`src/rtl/router_pkt_fifo_if.sv`:
```
// ----------------------------------------------------------------------------
// router_pkt_fifo_if
// Bus bundle between a router output channel and its packet FIFO.
//
// Handshake: write_enb and read_enb are requests (valid). The matching
// readiness is !full for writes and !empty for reads. A word moves on the
// rising clock edge where request and readiness are both high. A request
// without readiness is dropped and has no effect. After an accepted read,
// data_out and data_valid are updated on that same edge, so the popped word
// is visible during the following cycle.
//
// Signals:
//   data_in, write_enb, lfd_state  write side (driven by master)
//   read_enb                       read request (driven by master)
//   full, empty                    combinational occupancy flags
//   data_out, data_valid, pkt_last registered read side
//   pkt_err                        sticky framing error
//   fill_level, almost_full        optional status; tied to 0 when disabled
//
// Modports: master = router side, slave = FIFO side.
// ----------------------------------------------------------------------------
interface router_pkt_fifo_if #(
    parameter int DATA_W = 8,
    parameter int DEPTH  = 16
);
    localparam int PW = $clog2(DEPTH) + 1;

    logic [DATA_W-1:0] data_in;
    logic              write_enb;
    logic              lfd_state;
    logic              read_enb;
    logic              full;
    logic              empty;
    logic [DATA_W-1:0] data_out;
    logic              data_valid;
    logic              pkt_last;
    logic              pkt_err;
    logic [PW-1:0]     fill_level;
    logic              almost_full;

    modport master (
        output data_in, write_enb, lfd_state, read_enb,
        input  full, empty, data_out, data_valid, pkt_last, pkt_err,
               fill_level, almost_full
    );

    modport slave (
        input  data_in, write_enb, lfd_state, read_enb,
        output full, empty, data_out, data_valid, pkt_last, pkt_err,
               fill_level, almost_full
    );
endinterface

```
`src/rtl/router_pkt_fifo.sv`:
```
// ----------------------------------------------------------------------------
// router_pkt_fifo
// Packet-aware synchronous FIFO for a router output channel. Each entry holds
// {lfd_state, data}. The read side follows packet framing from the length
// field of each header word and flags the final (parity) word and framing
// errors (truncated packets, orphan words).
//
// Ports:
//   clock       sole clock, rising edge
//   reset       synchronous active-high, clears all state (highest priority)
//   soft_reset  synchronous channel flush, same clearing as reset
//   bus         router_pkt_fifo_if.slave (handshake described there)
//
// Build option: define RTR_FIFO_STATUS_EN to enable the fill_level and
// almost_full outputs. Without it both outputs are tied to 0.
// ----------------------------------------------------------------------------
module router_pkt_fifo #(
    parameter int DATA_W    = 8,
    parameter int DEPTH     = 16,
    parameter int LEN_LSB   = 2,
    parameter int LEN_W     = 6,
    parameter int AF_MARGIN = 2
) (
    input  logic                clock,
    input  logic                reset,
    input  logic                soft_reset,
    router_pkt_fifo_if.slave    bus
);
    localparam int AW = $clog2(DEPTH);
    localparam int PW = AW + 1;
    localparam int CW = LEN_W + 1;

    // Elaboration-time sanity check on the parameter set.
    if (DATA_W < LEN_LSB + LEN_W || AF_MARGIN > DEPTH || DEPTH < 4 ||
        (DEPTH & (DEPTH - 1)) != 0) begin : g_bad_params
        $error("router_pkt_fifo: illegal parameter combination");
    end

    logic [DATA_W:0]   mem [DEPTH];
    logic [PW-1:0]     wr_ptr;
    logic [PW-1:0]     rd_ptr;
    logic [CW-1:0]     pkt_cnt;

    logic              wr_acc;
    logic              rd_acc;
    logic              flush;
    logic [DATA_W:0]   rd_word;
    logic              rd_hdr;
    logic [LEN_W-1:0]  rd_len;

    // Pointers carry an extra wrap bit so full and empty are distinguishable.
    assign bus.full  = (wr_ptr[AW-1:0] == rd_ptr[AW-1:0]) && (wr_ptr[AW] != rd_ptr[AW]);
    assign bus.empty = (wr_ptr == rd_ptr);

    assign flush  = reset || soft_reset;
    assign wr_acc = bus.write_enb && !bus.full;
    assign rd_acc = bus.read_enb && !bus.empty;

    assign rd_word = mem[rd_ptr[AW-1:0]];
    assign rd_hdr  = rd_word[DATA_W];
    assign rd_len  = rd_word[LEN_LSB+LEN_W-1:LEN_LSB];

    // Storage is never cleared; resetting the pointers invalidates it.
    always_ff @(posedge clock) begin
        if (wr_acc && !flush) begin
            mem[wr_ptr[AW-1:0]] <= {bus.lfd_state, bus.data_in};
        end
    end

    always_ff @(posedge clock) begin
        if (flush) begin
            wr_ptr         <= '0;
            rd_ptr         <= '0;
            pkt_cnt        <= '0;
            bus.data_out   <= '0;
            bus.data_valid <= 1'b0;
            bus.pkt_last   <= 1'b0;
            bus.pkt_err    <= 1'b0;
        end else begin
            if (wr_acc) begin
                wr_ptr <= wr_ptr + PW'(1);
            end
            bus.data_valid <= rd_acc;
            bus.pkt_last   <= 1'b0;
            if (rd_acc) begin
                rd_ptr       <= rd_ptr + PW'(1);
                bus.data_out <= rd_word[DATA_W-1:0];
                if (rd_hdr) begin
                    // Header: expect len payload words plus one parity word.
                    pkt_cnt <= CW'(rd_len) + CW'(1);
                    if (pkt_cnt != '0) begin
                        bus.pkt_err <= 1'b1;
                    end
                end else if (pkt_cnt != '0) begin
                    pkt_cnt      <= pkt_cnt - CW'(1);
                    bus.pkt_last <= (pkt_cnt == CW'(1));
                end else begin
                    // Word outside any packet.
                    bus.pkt_err <= 1'b1;
                end
            end
        end
    end

`ifdef RTR_FIFO_STATUS_EN
    logic [PW-1:0] fill;
    logic [PW-1:0] free_cnt;

    // Pointer difference modulo 2*DEPTH yields 0..DEPTH directly.
    assign fill            = wr_ptr - rd_ptr;
    assign free_cnt        = PW'(DEPTH) - fill;
    assign bus.fill_level  = fill;
    assign bus.almost_full = (free_cnt <= PW'(AF_MARGIN));
`else
    assign bus.fill_level  = '0;
    assign bus.almost_full = 1'b0;
`endif

endmodule

```
`src/flat_wrapper.sv`:
```
// flat-port wrapper written by rule: the top's interface ports become plain ports
module router_pkt_fifo_flat 
#(
    parameter int DATA_W    = 8,
    parameter int DEPTH     = 16,
    parameter int LEN_LSB   = 2,
    parameter int LEN_W     = 6,
    parameter int AF_MARGIN = 2
)
  (clock, reset, soft_reset, bus_data_in, bus_write_enb, bus_lfd_state, bus_read_enb, bus_full, bus_empty, bus_data_out, bus_data_valid, bus_pkt_last, bus_pkt_err, bus_fill_level, bus_almost_full);
  router_pkt_fifo_if #(.DATA_W(DATA_W), .DEPTH(DEPTH)) bus_i ();
  input  logic clock;
  input  logic reset;
  input  logic soft_reset;
  input wire logic [$bits(bus_i.data_in)-1:0] bus_data_in;
  input wire logic [$bits(bus_i.write_enb)-1:0] bus_write_enb;
  input wire logic [$bits(bus_i.lfd_state)-1:0] bus_lfd_state;
  input wire logic [$bits(bus_i.read_enb)-1:0] bus_read_enb;
  output wire logic [$bits(bus_i.full)-1:0] bus_full;
  output wire logic [$bits(bus_i.empty)-1:0] bus_empty;
  output wire logic [$bits(bus_i.data_out)-1:0] bus_data_out;
  output wire logic [$bits(bus_i.data_valid)-1:0] bus_data_valid;
  output wire logic [$bits(bus_i.pkt_last)-1:0] bus_pkt_last;
  output wire logic [$bits(bus_i.pkt_err)-1:0] bus_pkt_err;
  output wire logic [$bits(bus_i.fill_level)-1:0] bus_fill_level;
  output wire logic [$bits(bus_i.almost_full)-1:0] bus_almost_full;
  assign bus_i.data_in = bus_data_in;
  assign bus_i.write_enb = bus_write_enb;
  assign bus_i.lfd_state = bus_lfd_state;
  assign bus_i.read_enb = bus_read_enb;
  assign bus_full = bus_i.full;
  assign bus_empty = bus_i.empty;
  assign bus_data_out = bus_i.data_out;
  assign bus_data_valid = bus_i.data_valid;
  assign bus_pkt_last = bus_i.pkt_last;
  assign bus_pkt_err = bus_i.pkt_err;
  assign bus_fill_level = bus_i.fill_level;
  assign bus_almost_full = bus_i.almost_full;
  router_pkt_fifo #(.DATA_W(DATA_W), .DEPTH(DEPTH), .LEN_LSB(LEN_LSB), .LEN_W(LEN_W), .AF_MARGIN(AF_MARGIN)) u_core (.clock(clock), .reset(reset), .soft_reset(soft_reset), .bus(bus_i));
endmodule
```
`config.mk`:
```
export PLATFORM = sky130hd
export DESIGN_NAME = router_pkt_fifo_flat
export DESIGN_NICKNAME = d
export VERILOG_FILES = /design/src/rtl/router_pkt_fifo_if.sv /design/src/rtl/router_pkt_fifo.sv /design/src/flat_wrapper.sv
export SDC_FILE = /design/constraint.sdc
export NUM_CORES = 1
export LEC_CHECK = 0
export CAP_MARGIN = 10
export CORE_MARGIN = 2
export CORE_UTILIZATION = 54
export CTS_CLUSTER_DIAMETER = 200
export CTS_CLUSTER_SIZE = 24
export DETAILED_ROUTE_END_ITERATION = 7
export PLACE_DENSITY = 0.73
export SLEW_MARGIN = 20
export SYNTH_ARGS = -nofsm -noshare
export SYNTH_HDL_FRONTEND = slang
export SYNTH_SLANG_ARGS = --single-unit
export TNS_END_PERCENT = 1
```
`constraint.sdc`:
```
create_clock -name clock -period 2.9 [get_ports clock]
set_input_delay 0.435 -clock clock [delete_from_list [all_inputs] [get_ports clock]]
set_output_delay 0.435 -clock clock [all_outputs]
set_load 0.005 [all_outputs]
```
### After elaboration in Yosys (flattened, before gate mapping)

Memories as Yosys holds them, arrays and structs flattened. A register that Yosys moved wholly into a read port is not among the register bits.
Index checks and enable logic that the tools add are counted.

* output and inout port bits: 19
* memories kept: 1
* ROM bits: 0
* latch bits: 0
* register bits after elaboration: 28
* bits in writable memories: 144
* logic and storage cells: 42

Memory list
* u_core.mem: words 16, width 9, read ports 1, clocked after memory_dff 1, wr ports 1, RTL line router_pkt_fifo.sv:39 `logic [DATA_W:0] mem [DEPTH];`

* shifts and indexed selects: 0
* eq/ne operators: 6
* div/mod/pow operators: 0
* add/sub/neg operators: 4
* bitwise operators: 2
* order comparisons: 0
* multipliers: 0
* reductions and logical operators: 13
* muxes and demuxes: 9

Operators by type and width (number)
* 7-bit two-way mux: 2
* 5-bit by 1-bit adder with 5-bit output (second input constant): 2
* 4-bit two-way mux: 2
* 6-bit by 1-bit adder with 7-bit output (second input constant): 1
* 7-bit by 1-bit == test with 1-bit output (second input constant): 1
* 7-bit nonzero test: 1
* 7-bit by 1-bit subtractor with 7-bit output (second input constant): 1
* 5-bit == test: 1
* 1-bit two-way mux: 5
* 4-bit == test: 1
* 1-bit logical AND: 4
* 4-bit OR reduction: 1
* 1-bit logical NOT: 3
* 3-bit AND reduction: 1
* 2-bit by 1-bit inequality test with 1-bit output (second input constant): 1
* 2-bit inequality test (second input constant): 1
* 1-bit NOT: 2
* 2-bit AND reduction: 1
* 2-bit nonzero test: 1
* 1-bit logical OR: 1
* 1-bit inequality test: 1

### Longest topological paths before layout

Gate-level depths: netlist of the first run.

* depth after elaboration: 7
* mapped depth: 11

### Least setup slack after synthesis of the first run

OpenSTA, ideal clock, no wires.

* kind: register to register
* start: register (tool-made name)
* end: register u_core.pkt_cnt[4]
* required time: 2.783 ns
* data arrival time: 2.578 ns
* setup slack: 0.205 ns
* clock period less this slack: 2.695 ns
* cell stages (with the launch flop): 11
* path through: dfxtp_1 > buf_6 > mux4_2 > mux4_2 > clkinv_4 > ha_1 > nor2b_1 > o21ai_1 > nand2b_4 > o31ai_1 > a22o_1

RTL lines
* to (signal assigned): RTL line router_pkt_fifo.sv:90 `pkt_cnt <= CW'(rd_len) + CW'(1);`
* to (signal assigned): RTL line router_pkt_fifo.sv:95 `pkt_cnt <= pkt_cnt - CW'(1);`
* to (decl): RTL line router_pkt_fifo.sv:42 `logic [CW-1:0] pkt_cnt;`

==> metrics, run 1 <==
Leak 2.71 nW; cell-internal power 4.01 mW; yosys warns 0; Clock Sinks 176; most used routing layer in global routing met2; TritonRoute pass-1 iters 4; Routability Congestion 0.827; run status complete, no violations; worst path cell trace mux4_1, mux4_2, clkinv_4, ha_1, nor2b_1, o21ai_2, nand2b_4, o31ai_1, a22o_1; met2 Use GR 36.2%; Max-slew headroom 52.8%; TritonCTS clock tree done; Hold Crit Start u_core.bus.data_out[3]$_SDFFE_PP0P_; Tmin final 2660 ps; met1 usage in global routing 28.5%; Routed Antenna Nets 0; Starting Density 54.7%; Cell Area, Synth 0.00716 mm²; RSZ-0062 raised after global routing false; cts bufs inserted 17; crit end category register; CP max-delay cell mux4_1; reg2reg setup slack 240 ps; Max Slew Vio Count 0; H-Tree Level Count 4; setup violators final 0; average wire per standard cell 22.2 µm; ys flop type edfxtp_1; DPL Wire Length 9030 µm; initial antenna violation count 0; ys async rst share 0%; number of synthesized register bits 176; Fin Setup TNS 0 ps; final core utilization 63.4%; DR iter-0 viols 423; nets 501; switch share 21.3%; PwrDens 613 mW/mm²; Worst-Margin Slew 708 ps; most instantiated cells after synthesis 144 x edfxtp_1, 46 x nor2_1, 39 x mux4_2; largest net degree at the start of global routing 25; reg2reg end u_core.pkt_cnt[4]$_SDFFE_PP0P_; Inserted Diodes 0; CTS Root Buffer Type clkbuf_16; clock network power share 42.7%; Core Area 0.0131 mm²; post-synthesis sequential area ratio 69.4%; Worst Hold End u_core.bus.data_out[3]$_SDFFE_PP0P_; via count 3882; dpl ws 123 ps; Post-Syn Area per Cell 17.0 µm²; period utilisation layout 91.7%; chip width 119 µm; Core Rows 42; DR vias/cell 5.83; vias in the first global route 3870; fmax 376 MHz; EDFF count, synth 144; Worst Reg-to-Reg Cells 9; fraction of layout cells with a size suffix above 1 21.8%; critical path type reg2reg; WP data required 3230 ps; aggregate global routing overflow 0; clock insertion delay at the later pin of the skew report 430 ps; count of cell types in the netlist 51; Post-CTS Setup Bufs 0; die area 0.0142 mm²; worst hold stages 2; Port-buffer cells 26; HP Class reg2reg; WHS 454 ps; Synth-to-Final Area Change 15.9%; largest area contributor in the netlist edfxtp_1; sequential share of power 54.0%; post-synth top area share 60.4%; final hold violation count 0; count of hold-fix buffers inserted at cts 0; Worst EP arrival 2980 ps; Clock transition at path regs 70 ps; CP max stage delay 580 ps; CTS Buffer Depth 2; Comb pwr share 3.3%; GRT Total Usage 22.3%; nature of the critical path startpoint register; Clock Skew 6.57 ps; global-route wire length before repair 22500 µm; met3 Track Usage GR 5.27%; most frequent cell after synthesis edfxtp_1; crit path setup slack, layout 242 ps; worst-path maximum fanout 8; routed wire length 14800 µm; cells after synthesis 421; DIE HEIGHT 119 µm; max-cap violations 0; DRC errors left 0; top post-synthesis cells by area edfxtp_1 60%, mux4_2 12%, dfxtp_1 8.9%; Peak VDD IR 382 µV; I/O Pins 33; Switch Pwr 1.08 mW
[sequential cells by signal, summed over array words and instances, names as in the netlist, named ones only]
register               count
u_core.mem               144
u_core.bus.data_out        8
u_core.pkt_cnt             7
u_core.rd_ptr              5
u_core.wr_ptr              5
u_core.bus.data_valid      1
u_core.bus.pkt_err         1
u_core.bus.pkt_last        1
[per-stage QoR]
stage / area, µm² / power (mW) / instances
detailed placement: 7730 / 2.97 / 634
floorplan: 7180 / 2.90 / 426
CTS: 8290 / 5.12 / 666
global placement: 7730 / 2.96 / 634
finish: 8290 / 5.09 / 666
global route: 8290 / 5.23 / 666
[kinds of logic (layout without fill, tap and decap cells)]
kind of cell               after synthesis  in the layout  share of synthesized area, %
AOI/OAI and AO/OA                       35             35                          3.32
other                                    1              6                        0.0524
and+or+nand+nor                        102            102                          6.68
muxes                                   54             54                          14.6
xor gates and xnor gates                15             15                          1.84
adders and majority gates               10             10                          1.75
DFF                                    176            176                          69.4
buffers and inverters                   28             92                          2.36
[layer usage]
metal	up-vias	routed length, µm
li1	1736	-
met1	1968	5990
met2	139	7290
met3	39	920
met4	0	555
met5	-	0
[power by group through the flow]
stage	registers (mW)	logic [mW]	clock network, mW
floorplan	2.80	0.0982	0
global placement	2.80	0.162	0
detailed placement	2.80	0.167	0
CTS	2.75	0.168	2.21
global route	2.75	0.184	2.29
finish	2.75	0.168	2.17
[final cells by class]
| cell class | instances | area, µm² |
|---|---|---|
| Fill cell | 916 | 4790 |
| Sequential cell | 176 | 4970 |
| Inverter | 6 | 27.5 |
| Multi-Input combinational cell | 222 | 2050 |
| Tap cell | 176 | 220 |
| Clock buffer | 18 | 429 |
| Timing Repair Buffer | 54 | 470 |
| Clock inverter | 14 | 134 |
[worst max path at each step]
stage	startpoint	to	cells after the start
2_1_floorplan	register	u_core.pkt_cnt[4]$_SDFFE_PP0P_	10
3_3_place_gp	register	u_core.pkt_cnt[4]$_SDFFE_PP0P_	9
3_5_place_dp	register	u_core.pkt_cnt[4]$_SDFFE_PP0P_	9
4_1_cts	register	u_core.pkt_cnt[4]$_SDFFE_PP0P_	9
5_1_grt	register	u_core.pkt_cnt[3]$_SDFFE_PP0P_	9
6_report	register	u_core.pkt_cnt[4]$_SDFFE_PP0P_	9
[timing repair]
| action | CTS | global route |
|---|---|---|
| endpoints found under the hold margin | 0 | 0 |
| setup endpoints to repair | 0 | 4 |
| resized for setup | 0 | 1 |
[layout by cell type, fill, tap and decap left out, drive strengths merged, types with 7 or more instances in the layout]
| cell type | Yosys | final |
|---|---|---|
| clkbuf | 7 | 18 |
| mux4 | 40 | 40 |
| nand2 | 18 | 18 |
| a21oi | 9 | 9 |
| edfxtp | 144 | 144 |
| buf | 15 | 28 |
| ha | 10 | 10 |
| nor2 | 46 | 46 |
| mux2i | 14 | 14 |
| xnor2 | 8 | 8 |
| nand3 | 8 | 8 |
| inv | 5 | 9 |
| clkdlybuf4s50 | 0 | 26 |
| dfxtp | 32 | 32 |
| clkinv | 1 | 7 |
| xor2 | 7 | 7 |
[critical path, delay by kind of cell (launching register included)]
| family | cells | cell delay, ps |
|---|---|---|
| mux | 2 | 1110 |
| compound gates | 3 | 440 |
| flops | 1 | 420 |
| simple gates | 2 | 280 |
| fa+ha+maj | 1 | 180 |
| buf+inv | 1 | 110 |
Power figures use the tool's default switching activity.
==> run 2, diff against run 1 <==
- CORE_ASPECT_RATIO: not set -> 1.1
- PLACE_DENSITY: 0.73 -> 0.75
==> run 2 against run 1 <==
  * First-iteration DRC count fell by 16%
  * Clock power fell by 7%
  * Cell count fell by 1.8%
  * Worst hold slack improved by 2.9 ps
  * Global-route usage fell by 0.67 points
  * Sequential share of layout area rose by 0.29 points
  * Total power fell by 3.1%
  * Setup slack got worse by 36 ps
  * Critical endpoint unchanged
  * Largest cell class unchanged
==> metrics, run 2 (synthesized netlist as in run 1, its figures left out) <==
setup violators final 0; post-cts resize count 0; chip width 114 µm; CTS Buffer Depth 2; global-route wire length before repair 22100 µm; WP data required 3220 ps; fraction of layout cells with a size suffix above 1 21.1%; Core Area 0.0130 mm²; period utilisation layout 92.9%; nets 504; routed wire length 14200 µm; initial antenna violation count 0; Peak VDD IR 377 µV; post-route design area 0.00825 mm²; CTS Root Buffer Type clkbuf_16; switch share 20.8%; Worst Reg-to-Reg Cells 9; Switch Pwr 1.03 mW; run status complete, no violations; Leak 2.70 nW; met1 WL 5740 µm; Clock Skew 7.44 ps; CP max stage delay 560 ps; critical path type reg2reg; Starting Density 54.9%; most frequent cells in the layout 144 x edfxtp_1, 46 x nor2_1, 39 x mux4_2; commonest non-fill, non-tap cell in the layout edfxtp_1; average wire per standard cell 21.7 µm; Inserted Diodes 0; Tmin final 2690 ps; Routability Congestion 0.834; clock insertion delay at the later pin of the skew report 430 ps; I/O Pins 33; Core Rows 44; clock network power share 40.9%; Max-slew headroom 57.9%; DRC errors left 0; Worst EP arrival 3010 ps; DR vias/cell 5.93; sequential share of power 55.7%; RSZ-0062 raised after global routing false; Clock transition at path regs 60 ps; final core utilization 63.3%; Synth-to-Final Area Change 15.3%; GRT Total Usage 21.6%; TritonCTS clock tree done; via count 3881; worst hold stages 2; Clock Sinks 176; PwrDens 597 mW/mm²; fillers 929; CP max-delay cell mux4_1; DPL Wire Length 8990 µm; Worst-Margin Slew 614 ps; final hold violation count 0; Max Slew Vio Count 0; WL met3 1110 µm; Fin Setup TNS 0 ps; worst-path maximum fanout 7; Largest register FFs 144; worst path cell trace mux4_1, mux4_2, clkinv_4, ha_1, nor2b_1, o21ai_1, nand2b_4, o31ai_1, a22o_1; HP Class reg2reg; metal2 WL 6990 µm; vias in the first global route 3862; cell-internal power 3.90 mW; count of hold-fix buffers inserted at cts 0; DIE HEIGHT 125 µm; Routed Antenna Nets 0; largest net degree at the start of global routing 25; Comb pwr share 3.4%; aggregate global routing overflow 0; TritonRoute pass-1 iters 5; H-Tree Level Count 4; DR iter-0 viols 355; cts bufs inserted 17; WHS 457 ps; max-cap violations 0; nature of the critical path startpoint register; fmax 371 MHz; Post-CTS Setup Bufs 0; crit end category register; Port-buffer cells 26; die area 0.0142 mm²; top routing layer in use met4; Area after DPL 0.00773 mm²
run 2: cell count changes in the layout (fill, tap and decap cells not counted):
cell,change
buf_4,+3
bufinv_16,-1
clkinv_1,+5
clkinv_2,-2
clkinv_4,+1
clkinvlp_4,-1
inv_6,-1
inv_8,-1
o21ai_1,+1
o21ai_2,-1
run 2: power groups by stage:
stage / clock network [mW] / registers, mW / logic, mW
2_1_floorplan: 0 / 2.80 / 0.0982
3_3_place_gp: 0 / 2.80 / 0.161
3_5_place_dp: 0 / 2.80 / 0.166
4_1_cts: 2.05 / 2.75 / 0.167
5_1_grt: 2.15 / 2.75 / 0.184
6_report: 2.02 / 2.75 / 0.165
run 2: worst paths after layout:
check	from	to	slack [ps]
worst max-delay path	register	u_core.pkt_cnt[4]$_SDFFE_PP0P_	210
worst min-delay path	u_core.bus.data_out[4]$_SDFFE_PP0P_	u_core.bus.data_out[4]$_SDFFE_PP0P_	460
worst max register to register	register	u_core.pkt_cnt[4]$_SDFFE_PP0P_	210
worst min register to register	u_core.bus.data_out[4]$_SDFFE_PP0P_	u_core.bus.data_out[4]$_SDFFE_PP0P_	460
run 2: per-stage QoR:
step	cells	worst slack, ps	power [mW]
2_1_floorplan	426	205	2.90
6_report	654	206	4.93
3_3_place_gp	622	270	2.96
4_1_cts	654	215	4.96
5_1_grt	654	66.4	5.09
3_5_place_dp	622	214	2.97
run 2: final cells by class:
| type | instances | area, µm² | share of cell area (%) |
|---|---|---|---|
| clock buffer | 18 | 429 | 5.20 |
| clock inverter | 14 | 93.8 | 1.14 |
| inverter | 6 | 27.5 | 0.333 |
| multi-input combinational | 222 | 2040 | 24.8 |
| sequential | 176 | 4970 | 60.2 |
| tap | 161 | 201 | 2.44 |
| timing repair buffer | 57 | 493 | 5.97 |
run 2: per-layer routing:
layer | global-route usage (%) | vias to the layer above
li1 | - | 1743
met1 | 29.5 | 1934
met2 | 33.5 | 175
met3 | 5.84 | 29
met4 | 8.32 | 0
met5 | 0 | -
run 2: critical path: cells and delay by family, from the launching register on:
kind | cells | cell delay, ps
buffers and inverters | 1 | 110
AOI/OAI and AO/OA | 3 | 510
DFF | 1 | 420
muxes | 2 | 1100
adders and majority gates | 1 | 170
and+or+nand+nor | 2 | 280
==> run 3, diff against run 2 <==
- SKIP_LAST_GASP: not set -> 1
==> results of run 3 <==
Same layout as run 2: the final DEF is identical, and so are final timing and power.
